## config.mk

```make
export PLATFORM = sky130hd
export DESIGN_NAME = tile_nv_fetch_sched_flat
export DESIGN_NICKNAME = d
export VERILOG_FILES = /design/src/rtl/tile_nv_fetch_sched_pkg.sv /design/src/rtl/tile_nv_fetch_sched_if.sv /design/src/rtl/tile_nv_fetch_sched_loop_cnt.sv /design/src/rtl/tile_nv_fetch_sched.sv /design/src/flat_wrapper.sv
export SDC_FILE = /design/constraint.sdc
export NUM_CORES = 1
export LEC_CHECK = 0
export ABC_AREA = 1
export CORE_AREA = 2 2 147 149
export CTS_BUF_LIST = sky130_fd_sc_hd__clkbuf_8
export CTS_CLUSTER_SIZE = 40
export DETAILED_ROUTE_END_ITERATION = 12
export DIE_AREA = 0 0 149 151
export MAX_ROUTING_LAYER = met4
export PLACE_DENSITY = 0.7
export SYNTH_ARGS = -nofsm -noshare
export SYNTH_HDL_FRONTEND = slang
export SYNTH_SLANG_ARGS = --single-unit
```

## constraint.sdc

```tcl
create_clock -name i_clk -period 7.78 [get_ports i_clk]
set_clock_uncertainty 0.2 [all_clocks]
set_input_delay 1.556 -clock i_clk [delete_from_list [all_inputs] [get_ports i_clk]]
set_output_delay 1.556 -clock i_clk [all_outputs]
set_load 0.01 [all_outputs]
```

## src/rtl/tile_nv_fetch_sched_pkg.sv

```systemverilog
// Shared types and constants for the NV tile-store fetch scheduler.
// Optional feature macro used by the top: TILE_NV_SCHED_PERF_EN.
package gemm_pkg;

  localparam int NV_DEPTH  = 128;
  localparam int IDX_WIDTH = $clog2(NV_DEPTH);
  localparam int DIM_WIDTH = 8;

  typedef logic [IDX_WIDTH-1:0] nv_idx_t;
  typedef logic [DIM_WIDTH-1:0] tile_dim_t;

  typedef enum logic [1:0] {
    IDLE = 2'd0,
    RUN  = 2'd1,
    DONE = 2'd2
  } sched_state_e;

  typedef struct packed {
    nv_idx_t   left_base;
    nv_idx_t   right_base;
    tile_dim_t dim_b;
    tile_dim_t dim_c;
    tile_dim_t dim_v;
  } tile_cmd_t;

  // True when rows*v NVs starting at base stay inside the store (full-width product).
  function automatic logic side_fits(input nv_idx_t base, input tile_dim_t rows,
                                     input tile_dim_t v);
    logic [15:0] need;
    logic [15:0] room;
    need = 16'(rows) * 16'(v);
    room = 16'(NV_DEPTH) - 16'(base);
    return (need <= room);
  endfunction

endpackage

```

## src/rtl/tile_nv_fetch_sched_if.sv

```systemverilog
// Command and NV-pair handshake bundle between decoder, scheduler and dot-product engine.
interface tile_nv_fetch_sched_if;
  import gemm_pkg::*;

  logic      cmd_valid;
  logic      cmd_ready;
  nv_idx_t   cmd_left_base;
  nv_idx_t   cmd_right_base;
  tile_dim_t cmd_dim_b;
  tile_dim_t cmd_dim_c;
  tile_dim_t cmd_dim_v;
  logic      wr_busy;
  nv_idx_t   nv_left_rd_idx;
  nv_idx_t   nv_right_rd_idx;
  logic      nv_valid;
  logic      nv_ready;
  logic      nv_last;
  logic      done;
  logic      cmd_err;

  modport master (
    output cmd_valid, cmd_left_base, cmd_right_base, cmd_dim_b, cmd_dim_c, cmd_dim_v,
    output wr_busy, nv_ready,
    input  cmd_ready, nv_left_rd_idx, nv_right_rd_idx, nv_valid, nv_last, done, cmd_err
  );

  modport slave (
    input  cmd_valid, cmd_left_base, cmd_right_base, cmd_dim_b, cmd_dim_c, cmd_dim_v,
    input  wr_busy, nv_ready,
    output cmd_ready, nv_left_rd_idx, nv_right_rd_idx, nv_valid, nv_last, done, cmd_err
  );

endinterface

```

## src/rtl/tile_nv_fetch_sched_loop_cnt.sv

```systemverilog
// Wrapping loop counter: load captures the trip count, enable steps, last flags the final trip.
module tile_loop_cnt
  import gemm_pkg::*;
(
  input  logic      i_clk,
  input  logic      i_reset_n,
  input  logic      i_load,
  input  logic      i_en,
  input  tile_dim_t i_limit,
  output logic      o_last
);

  tile_dim_t cnt_q, cnt_d;
  tile_dim_t limit_q, limit_d;

  assign o_last = (cnt_q == tile_dim_t'(limit_q - tile_dim_t'(1)));

  always_comb begin
    cnt_d   = cnt_q;
    limit_d = limit_q;
    if (i_load) begin
      cnt_d   = '0;
      limit_d = i_limit;
    end else if (i_en) begin
      cnt_d = o_last ? '0 : tile_dim_t'(cnt_q + tile_dim_t'(1));
    end
  end

  always_ff @(posedge i_clk) begin
    if (!i_reset_n) begin
      cnt_q   <= '0;
      limit_q <= '0;
    end else begin
      cnt_q   <= cnt_d;
      limit_q <= limit_d;
    end
  end

endmodule

```

## src/rtl/tile_nv_fetch_sched.sv

```systemverilog
// NV read scheduler: walks left/right tile-store indices in b->c->v order for one GEMM tile command.
// Optional perf counters behind TILE_NV_SCHED_PERF_EN.
//   state | meaning
//   IDLE  | waiting for a command (or one decode cycle for an empty command)
//   RUN   | presenting NV pairs, one beat per valid&ready
//   DONE  | one-cycle completion pulse
module tile_nv_fetch_sched
  import gemm_pkg::*;
(
  input  logic                 i_clk,
  input  logic                 i_reset_n,
  tile_nv_fetch_sched_if.slave bus
`ifdef TILE_NV_SCHED_PERF_EN
  ,
  output logic [31:0]          o_perf_busy_cycles,
  output logic [31:0]          o_perf_stall_cycles
`endif
);

  sched_state_e state_q, state_d;
  nv_idx_t      l_row_q, l_row_d;
  nv_idx_t      l_idx_q, l_idx_d;
  nv_idx_t      r_base_q, r_base_d;
  nv_idx_t      r_col_q, r_col_d;
  nv_idx_t      r_idx_q, r_idx_d;
  nv_idx_t      v_step_q, v_step_d;
  logic         err_q, err_d;
  logic         zero_q, zero_d;

  tile_cmd_t cmd;
  logic      cmd_ready;
  logic      accept;
  logic      range_bad;
  logic      dim_zero;
  logic      load;
  logic      beat;
  logic      v_last, c_last, b_last;
  logic      final_beat;

  assign cmd.left_base  = bus.cmd_left_base;
  assign cmd.right_base = bus.cmd_right_base;
  assign cmd.dim_b      = bus.cmd_dim_b;
  assign cmd.dim_c      = bus.cmd_dim_c;
  assign cmd.dim_v      = bus.cmd_dim_v;

  assign range_bad = !side_fits(cmd.left_base, cmd.dim_b, cmd.dim_v)
                  || !side_fits(cmd.right_base, cmd.dim_c, cmd.dim_v);
  assign dim_zero  = (cmd.dim_b == '0) || (cmd.dim_c == '0) || (cmd.dim_v == '0);

  assign cmd_ready  = i_reset_n && (state_q == IDLE) && !zero_q && !bus.wr_busy;
  assign accept     = bus.cmd_valid && cmd_ready;
  assign load       = accept && !range_bad && !dim_zero;
  assign beat       = (state_q == RUN) && bus.nv_ready;
  assign final_beat = beat && v_last && c_last && b_last;

  tile_loop_cnt u_cnt_v (
    .i_clk    (i_clk),
    .i_reset_n(i_reset_n),
    .i_load   (load),
    .i_en     (beat),
    .i_limit  (cmd.dim_v),
    .o_last   (v_last)
  );

  tile_loop_cnt u_cnt_c (
    .i_clk    (i_clk),
    .i_reset_n(i_reset_n),
    .i_load   (load),
    .i_en     (beat && v_last),
    .i_limit  (cmd.dim_c),
    .o_last   (c_last)
  );

  tile_loop_cnt u_cnt_b (
    .i_clk    (i_clk),
    .i_reset_n(i_reset_n),
    .i_load   (load),
    .i_en     (beat && v_last && c_last),
    .i_limit  (cmd.dim_b),
    .o_last   (b_last)
  );

  always_comb begin
    state_d  = state_q;
    l_row_d  = l_row_q;
    l_idx_d  = l_idx_q;
    r_base_d = r_base_q;
    r_col_d  = r_col_q;
    r_idx_d  = r_idx_q;
    v_step_d = v_step_q;
    err_d    = 1'b0;
    zero_d   = 1'b0;
    unique case (state_q)
      IDLE: begin
        // Empty commands spend one decode cycle here so completion mirrors the error timing.
        if (zero_q) begin
          state_d = DONE;
        end else if (accept) begin
          if (range_bad) begin
            err_d = 1'b1;
          end else if (dim_zero) begin
            zero_d = 1'b1;
          end else begin
            state_d  = RUN;
            l_row_d  = cmd.left_base;
            l_idx_d  = cmd.left_base;
            r_base_d = cmd.right_base;
            r_col_d  = cmd.right_base;
            r_idx_d  = cmd.right_base;
            v_step_d = cmd.dim_v[IDX_WIDTH-1:0];
          end
        end
      end
      RUN: begin
        if (beat) begin
          if (!v_last) begin
            l_idx_d = nv_idx_t'(l_idx_q + nv_idx_t'(1));
            r_idx_d = nv_idx_t'(r_idx_q + nv_idx_t'(1));
          end else if (!c_last) begin
            l_idx_d = l_row_q;
            r_col_d = nv_idx_t'(r_col_q + v_step_q);
            r_idx_d = nv_idx_t'(r_col_q + v_step_q);
          end else begin
            l_row_d = nv_idx_t'(l_row_q + v_step_q);
            l_idx_d = nv_idx_t'(l_row_q + v_step_q);
            r_col_d = r_base_q;
            r_idx_d = r_base_q;
          end
          if (final_beat) state_d = DONE;
        end
      end
      DONE: state_d = IDLE;
      default: state_d = IDLE;
    endcase
  end

  always_ff @(posedge i_clk) begin
    if (!i_reset_n) begin
      state_q  <= IDLE;
      l_row_q  <= '0;
      l_idx_q  <= '0;
      r_base_q <= '0;
      r_col_q  <= '0;
      r_idx_q  <= '0;
      v_step_q <= '0;
      err_q    <= 1'b0;
      zero_q   <= 1'b0;
    end else begin
      state_q  <= state_d;
      l_row_q  <= l_row_d;
      l_idx_q  <= l_idx_d;
      r_base_q <= r_base_d;
      r_col_q  <= r_col_d;
      r_idx_q  <= r_idx_d;
      v_step_q <= v_step_d;
      err_q    <= err_d;
      zero_q   <= zero_d;
    end
  end

  assign bus.cmd_ready       = cmd_ready;
  assign bus.nv_left_rd_idx  = l_idx_q;
  assign bus.nv_right_rd_idx = r_idx_q;
  assign bus.nv_valid        = (state_q == RUN);
  assign bus.nv_last         = (state_q == RUN) && v_last;
  assign bus.done            = (state_q == DONE);
  assign bus.cmd_err         = err_q;

`ifdef TILE_NV_SCHED_PERF_EN
  logic [31:0] busy_q, busy_d;
  logic [31:0] stall_q, stall_d;

  always_comb begin
    busy_d  = busy_q;
    stall_d = stall_q;
    if (accept) begin
      busy_d  = '0;
      stall_d = '0;
    end else if (state_q == RUN) begin
      if (busy_q != '1) busy_d = busy_q + 32'd1;
      if (!bus.nv_ready && (stall_q != '1)) stall_d = stall_q + 32'd1;
    end
  end

  always_ff @(posedge i_clk) begin
    if (!i_reset_n) begin
      busy_q  <= '0;
      stall_q <= '0;
    end else begin
      busy_q  <= busy_d;
      stall_q <= stall_d;
    end
  end

  assign o_perf_busy_cycles  = busy_q;
  assign o_perf_stall_cycles = stall_q;
`endif

endmodule

```

## src/flat_wrapper.sv

```systemverilog
// flat-port wrapper written by rule: the top's interface ports become plain ports
module tile_nv_fetch_sched_flat import gemm_pkg::*;
  (i_clk, i_reset_n, bus_cmd_valid, bus_cmd_left_base, bus_cmd_right_base, bus_cmd_dim_b, bus_cmd_dim_c, bus_cmd_dim_v, bus_wr_busy, bus_nv_ready, bus_cmd_ready, bus_nv_left_rd_idx, bus_nv_right_rd_idx, bus_nv_valid, bus_nv_last, bus_done, bus_cmd_err);
  tile_nv_fetch_sched_if bus_i ();
  input  logic i_clk;
  input  logic i_reset_n;
  input wire logic [$bits(bus_i.cmd_valid)-1:0] bus_cmd_valid;
  input wire logic [$bits(bus_i.cmd_left_base)-1:0] bus_cmd_left_base;
  input wire logic [$bits(bus_i.cmd_right_base)-1:0] bus_cmd_right_base;
  input wire logic [$bits(bus_i.cmd_dim_b)-1:0] bus_cmd_dim_b;
  input wire logic [$bits(bus_i.cmd_dim_c)-1:0] bus_cmd_dim_c;
  input wire logic [$bits(bus_i.cmd_dim_v)-1:0] bus_cmd_dim_v;
  input wire logic [$bits(bus_i.wr_busy)-1:0] bus_wr_busy;
  input wire logic [$bits(bus_i.nv_ready)-1:0] bus_nv_ready;
  output wire logic [$bits(bus_i.cmd_ready)-1:0] bus_cmd_ready;
  output wire logic [$bits(bus_i.nv_left_rd_idx)-1:0] bus_nv_left_rd_idx;
  output wire logic [$bits(bus_i.nv_right_rd_idx)-1:0] bus_nv_right_rd_idx;
  output wire logic [$bits(bus_i.nv_valid)-1:0] bus_nv_valid;
  output wire logic [$bits(bus_i.nv_last)-1:0] bus_nv_last;
  output wire logic [$bits(bus_i.done)-1:0] bus_done;
  output wire logic [$bits(bus_i.cmd_err)-1:0] bus_cmd_err;
  assign bus_i.cmd_valid = bus_cmd_valid;
  assign bus_i.cmd_left_base = bus_cmd_left_base;
  assign bus_i.cmd_right_base = bus_cmd_right_base;
  assign bus_i.cmd_dim_b = bus_cmd_dim_b;
  assign bus_i.cmd_dim_c = bus_cmd_dim_c;
  assign bus_i.cmd_dim_v = bus_cmd_dim_v;
  assign bus_i.wr_busy = bus_wr_busy;
  assign bus_i.nv_ready = bus_nv_ready;
  assign bus_cmd_ready = bus_i.cmd_ready;
  assign bus_nv_left_rd_idx = bus_i.nv_left_rd_idx;
  assign bus_nv_right_rd_idx = bus_i.nv_right_rd_idx;
  assign bus_nv_valid = bus_i.nv_valid;
  assign bus_nv_last = bus_i.nv_last;
  assign bus_done = bus_i.done;
  assign bus_cmd_err = bus_i.cmd_err;
  tile_nv_fetch_sched u_core (.i_clk(i_clk), .i_reset_n(i_reset_n), .bus(bus_i));
endmodule
```

==> summary.txt, run 1 <==
Global route
  – Global-route wire length before repair: 49300 µm
  – Gr usage total: 28.2%
  – Initial antenna violation count: 0
  – Vias in the first global route: 10100
  – Largest net degree at the start of global routing: 63
  – Global route overflow: 0

Synth
  – Area contributors post-synth: dfxtp_1 (17%), nand2_1 (14%), fa_1 (13%)
  – Netlist cell types: 47
  – Cell Area, Synth: 0.0113 mm²
  – Ys async rst share: 0%
  – Post-synth top area share: 16.7%
  – Post-synth top flop: dfxtp_1
  – Most frequent cell after synthesis: nand2_1
  – Post-Synthesis Cells: 1722
  – Yosys reg bits: 94
  – Syn Area/Cell: 6.54 µm²
  – Syn Nets: 1949
  – Seq/Total Area, Yosys: 16.7%
  – Cell taking the most area after synthesis: dfxtp_1
  – Yosys Warn Count: 0
  – EDFF count, synth: 0
  – Most frequent cells after synthesis: nand2_1 (426), inv_1 (317), nor2_1 (212)

Cells and area
  – Share of layout cells above drive strength 1: 5.36%
  – Layout area overhead: 10.6%
  – Register Area: 0.00188 mm²
  – Diodes inserted: 0
  – Fillers: 2077
  – Final Util: 59.8%
  – Layout Nets: 1993
  – Multi-input logic area: 0.00782 mm²

Power and ir drop
  – P_leak: 6.69 nW
  – Worst IR Drop VDD: 0.149 mV
  – Pwr Density: 168 mW/mm²

Timing
  – Period utilisation layout: 92.9%
  – Slew HR: 44.3%
  – RSZ-0062 raised after global routing: no
  – Final Max Slew Viols: 0
  – Fmax: 138 MHz
  – Count of final setup violators: 0
  – Final hold vios: 0
  – Tightest Pin Transition: 0.831 ns
  – Setup TNS: 0 ns
  – Min Tclk post-route: 7.23 ns

Setup path
  – Crit-path max cell delay: 0.72 ns
  – Worst path required time: 7.88 ns
  – Reg-to-reg endpoint: u_core.r_col_q[5]
  – Arrival time at the worst endpoint: 7.33 ns
  – Reg2Reg Depth: 12
  – Worst Setup End Kind: flop
  – Most numerous cell on the critical path: nand2_1
  – Reg2reg setup slack: 4.22 ns
  – Element type at the critical path start: input pin
  – Crit path max fanout: 37
  – CP max stage cell: clkdlybuf4s50_1
  – CP Class: input pin to flop
  – R2R Path Start: u_core.state_q[0]

CTS
  – CTS Buf Count: 9
  – CTS tree: yes
  – Clock root buffer: clkbuf_8
  – Setup bufs post-CTS: 0
  – Reg clk slew, reported paths: 0.09 ns
  – CTS resizes: 0
  – CTS H-tree lvls: 3
  – Hold buffers post-CTS: 0
  – Clk sinks: 94
  – Max Buffers Root-to-Sink: 2
  – Skew-Pair Late Insertion Delay: 0.38 ns

Drt
  – Via count: 10500
  – Avg Vias per Cell: 5.15
  – Final WL: 29500 µm
  – Drt drc: 0
  – Initial DRC count: 549
  – Avg WL per Cell: 14.4 µm
  – Post-route antenna net violation count: 0
  – First drt pass iteration count: 5

Floorplan
  – Die width: 149 µm
  – IO Pins: 62
  – Die Y: 151 µm
  – Core footprint: 0.0208 mm²
  – Die Footprint: 0.0225 mm²
  – Num rows: 53
  – Initial Util: 54.1%

Min path
  – Worst hold stages: 2
  – Hold Crit Class: flop to flop
  – Hold Path Sink: u_core.r_base_q[2]
  – Min-delay src: u_core.r_base_q[2]

Flow run
  – Max cap viols: 0

Place
  – Post-DP HPWL: 23500 µm
  – Final GP Congestion: 0.897
  – I/O Buffers: 61

Outcome
  – Status: completed
metrics by stage:
| step | hold WS, ns | cell area, µm² | std cells | setup slack (ns) | power, mW |
|---|---|---|---|---|---|
| floorplan | 0.249 | 11300 | 1722 | 0.986 | 1.42 |
| finish | 0.296 | 12500 | 2046 | 0.554 | 2.09 |
| detailed placement | 0.275 | 12200 | 2030 | 0.253 | 1.72 |
| global placement | 0.263 | 12200 | 2030 | 0.336 | 1.69 |
| global route | 0.320 | 12500 | 2046 | 0.183 | 2.33 |
| CTS | 0.294 | 12500 | 2046 | 0.629 | 2.10 |
how the worst max path moves through the flow:
stage	start	slack (ns)	end	cells after the start
global placement	bus_cmd_dim_v[4]	0.34	u_core.u_cnt_c.limit_q[3]	28
CTS	bus_cmd_dim_b[1]	0.63	u_core.u_cnt_b.limit_q[2]	27
floorplan	bus_cmd_dim_v[4]	0.99	u_core.u_cnt_v.limit_q[2]	29
finish	bus_cmd_dim_v[6]	0.55	u_core.u_cnt_b.limit_q[2]	28
detailed placement	bus_cmd_dim_v[6]	0.25	u_core.u_cnt_b.limit_q[2]	28
global route	bus_cmd_dim_v[3]	0.18	u_core.u_cnt_v.limit_q[6]	28
worst max-delay path: cells and delay by family:
kind / cells / cell delay (ns)
simple gates: 16 / 1.82
fa+ha+maj: 5 / 2.44
buf+inv: 7 / 1.50
sequential cells by signal (all words and copies together) (netlist names):
signal / cells
u_core.r_col_q: 7
u_core.v_step_q: 7
u_core.bus.nv_right_rd_idx: 7
u_core.u_cnt_v.cnt_q: 8
u_core.zero_q: 1
u_core.r_base_q: 7
u_core.l_row_q: 7
u_core.bus.nv_left_rd_idx: 7
u_core.u_cnt_c.limit_q: 8
u_core.bus.cmd_err: 1
u_core.u_cnt_v.limit_q: 8
u_core.u_cnt_b.limit_q: 8
u_core.u_cnt_c.cnt_q: 8
u_core.state_q: 2
u_core.u_cnt_b.cnt_q: 8
final cells by class:
cell class	count	share of cell area (%)
clock buffers	11	1.22
multi-input cells	1233	62.8
clock inverters	5	0.653
repair buffers	100	7.52
inverters	328	9.93
flip-flops and latches	94	15.1
well taps	275	2.76
cells in the final DEF, fill, tap and decap left out, drive strengths merged, types with 3 or more instances in the layout:
cell type and instances:
xor2 56, nor4 8, a21oi 69, nor2 218, o21bai 3, clkbuf 11
nor3 30, clkinv 3, a21o 3, ha 110, nand3b 19, fa 74
a31oi 4, nand3 73, nand4 20, buf 40, clkdlybuf4s50 60, dfxtp 94
inv 327, o21ai 69, xnor2 24, nand2 433, or2 7, o21a 3
cell families after synthesis:
family / count (synthesis) / share of synthesized area (%)
AO/OA/AOI/OAI: 156 / 7.54
buffers and inverters: 395 / 13.8
adder cells (fa/ha/maj): 184 / 25.4
XOR/XNOR: 80 / 6.22
flip-flops: 94 / 16.7
AND/OR/NAND/NOR: 813 / 30.3
report_power, final:
part,switching (mW),leakage [nW],internal [mW]
Combinational,0.755,5.82,0.471
Clock,0.183,0.116,0.199
Sequential,0.0000701,0.757,0.481
per-layer routing:
metal  global-route usage [%]  share of wire (%)
met1                     35.6                 44
met2                     47.4                 48
met3                     3.10                4.7
met4                     9.57                2.8
met5                        -                  0
Power figures use the tool's default switching activity.
==> inputs of run 2 (changes only) <==
- clock period: 7.78 -> 8.9 ns (I/O delays scaled with it)
==> run 2 against run 1 <==
Net effect:
- count of clock-buffer cells in the layout is 1 higher
- total power down 16%
- first-iteration DRC count up 9.5%
- combinational power fell by 15%
- global-route usage shrank 0.36 points
- utilization decreased by 1.2 points
- worst setup slack better by 0.50 ns
- clock power down 26%
- register-to-register slack better by 0.61 ns
- highest routed layer unchanged
==> summary.txt, run 2 (synthesis results as in run 1) <==
Timing
  – Fmax: 127 MHz
  – Count of final setup violators: 0
  – Min Tclk post-route: 7.85 ns
  – Setup TNS: 0 ns
  – Tightest Pin Transition: 0.852 ns
  – Worst hold margin: 0.289 ns
  – Final Max Slew Viols: 0
  – Final hold vios: 0
  – Period utilisation layout: 88.2%
  – RSZ-0062 raised after global routing: no
  – Slew HR: 43.0%

Cells and area
  – Layout area overhead: 8.39%
  – Final Util: 58.6%
  – Layout Nets: 1970
  – Fillers: 2101
  – Diodes inserted: 0
  – Share of layout cells above drive strength 1: 4.12%
  – Most frequent cells in the layout: nand2_1 (426), inv_1 (317), nor2_1 (211)
  – Commonest non-fill, non-tap cell in the layout: nand2_1

Floorplan
  – Die Footprint: 0.0225 mm²
  – Core footprint: 0.0208 mm²
  – Die width: 149 µm
  – IO Pins: 62
  – Num rows: 53
  – Die Y: 151 µm
  – Initial Util: 54.1%

CTS
  – Hold buffers post-CTS: 0
  – Setup bufs post-CTS: 0
  – Max Buffers Root-to-Sink: 2
  – Clk sinks: 94
  – CTS H-tree lvls: 3
  – CTS tree: yes
  – Clock root buffer: clkbuf_8
  – CTS Buf Count: 9
  – Skew-Pair Late Insertion Delay: 0.38 ns
  – Reg clk slew, reported paths: 0.09 ns
  – CTS resizes: 0

Power and ir drop
  – Part of the power in the clock network: 16.2%
  – Combinational Power Share: 59.9%
  – Reg power frac: 23.9%
  – Switch share: 46.1%
  – Worst IR Drop VDD: 0.131 mV
  – P_leak: 6.55 nW
  – Pwr Density: 144 mW/mm²
  – Sw power: 0.809 mW
  – Int Power: 0.947 mW
  – Total power: 1.76 mW

Min path
  – Hold Crit Class: flop to flop
  – Worst hold stages: 2

Drt
  – Initial DRC count: 601
  – Post-route antenna net violation count: 0
  – Avg Vias per Cell: 5.14
  – Avg WL per Cell: 14.4 µm
  – Via count: 10400
  – First drt pass iteration count: 7
  – Drt drc: 0
  – Final WL: 29100 µm

Global route
  – Global route overflow: 0
  – Gr usage total: 27.8%
  – Initial antenna violation count: 0
  – Largest net degree at the start of global routing: 63
  – Vias in the first global route: 9919
  – Global-route wire length before repair: 48800 µm

Setup path
  – Reg2Reg Depth: 11
  – CP Class: input pin to flop
  – Worst Setup End Kind: flop
  – CP max stage cell: clkdlybuf4s50_1
  – Element type at the critical path start: input pin
  – Arrival time at the worst endpoint: 7.89 ns
  – Crit path max fanout: 33
  – Crit-path max cell delay: 1.02 ns
  – Worst path required time: 8.95 ns

Place
  – Final GP Congestion: 0.944
  – Post-DP HPWL: 22800 µm
  – I/O Buffers: 61

Outcome
  – Status: completed

Flow run
  – Max cap viols: 0
run 2: cell count changes in the layout (fill, tap and decap cells not counted):
cell,previous run,this run
buf_4,36,16
clkbuf_8,11,12
bufinv_16,2,0
clkinv_4,1,2
buf_12,3,0
run 2: power by group through the flow:
stage | registers (mW) | logic [mW] | clock network (mW)
final | 0.420 | 1.05 | 0.284
after global routing | 0.421 | 1.23 | 0.305
after CTS | 0.420 | 1.06 | 0.289
after floorplan | 0.430 | 0.814 | 0
after detailed placement | 0.430 | 1.05 | 0
after global placement | 0.430 | 1.04 | 0
run 2: layer usage:
| layer | GRT usage (%) | routed length [µm] | vias up |
|---|---|---|---|
| met1 | 35.6 | 13200 | 4804 |
| met2 | 46.9 | 13800 | 230 |
| met3 | 2.56 | 1260 | 56 |
| met4 | 8.76 | 813 | 0 |
| met5 | - | 0 | - |
| li1 | - | - | 5305 |
run 2: layout make-up:
cell class              count  area (µm²)  share of cell area [%]
inverters                 328        1240                    10.1
clock buffers              12         165                    1.35
multi-input cells        1233        7820                    64.1
clock inverters             4        30.0                   0.246
repair buffers             77         726                    5.95
flip-flops and latches     94        1880                    15.4
well taps                 275         344                    2.82
run 2: final timing paths:
path / start / end / slack [ns]
max: bus_cmd_dim_v[2] / u_core.u_cnt_v.cnt_q[3] / 1.05
min: u_core.r_base_q[2] / u_core.r_base_q[2] / 0.29
max reg2reg: u_core.state_q[0] / u_core.r_col_q[2] / 4.83
min reg2reg: u_core.r_base_q[2] / u_core.r_base_q[2] / 0.29
run 2: stage by stage:
step | area (µm²) | setup WS [ns] | std cells
global placement | 12000 | 0.758 | 2007
floorplan | 11300 | 1.88 | 1722
detailed placement | 12000 | 0.700 | 2007
CTS | 12200 | 1.09 | 2023
finish | 12200 | 1.05 | 2023
global route | 12200 | 0.597 | 2023
run 2: worst max-delay path: cells and delay by family:
family / cells / cell delay, ns
buffers and inverters: 4 / 1.23
xor gates and xnor gates: 1 / 0.17
AOI/OAI and AO/OA: 2 / 0.29
adders and majority gates: 6 / 2.40
and+or+nand+nor: 14 / 2.00
==> inputs of run 3 (changes only) <==
- HOLD_SLACK_MARGIN: default -> 0.1
- SKIP_CTS_REPAIR_TIMING: default -> 1
==> results of run 3 <==
No change in the layout: final DEF, timing and power equal those of run 2.
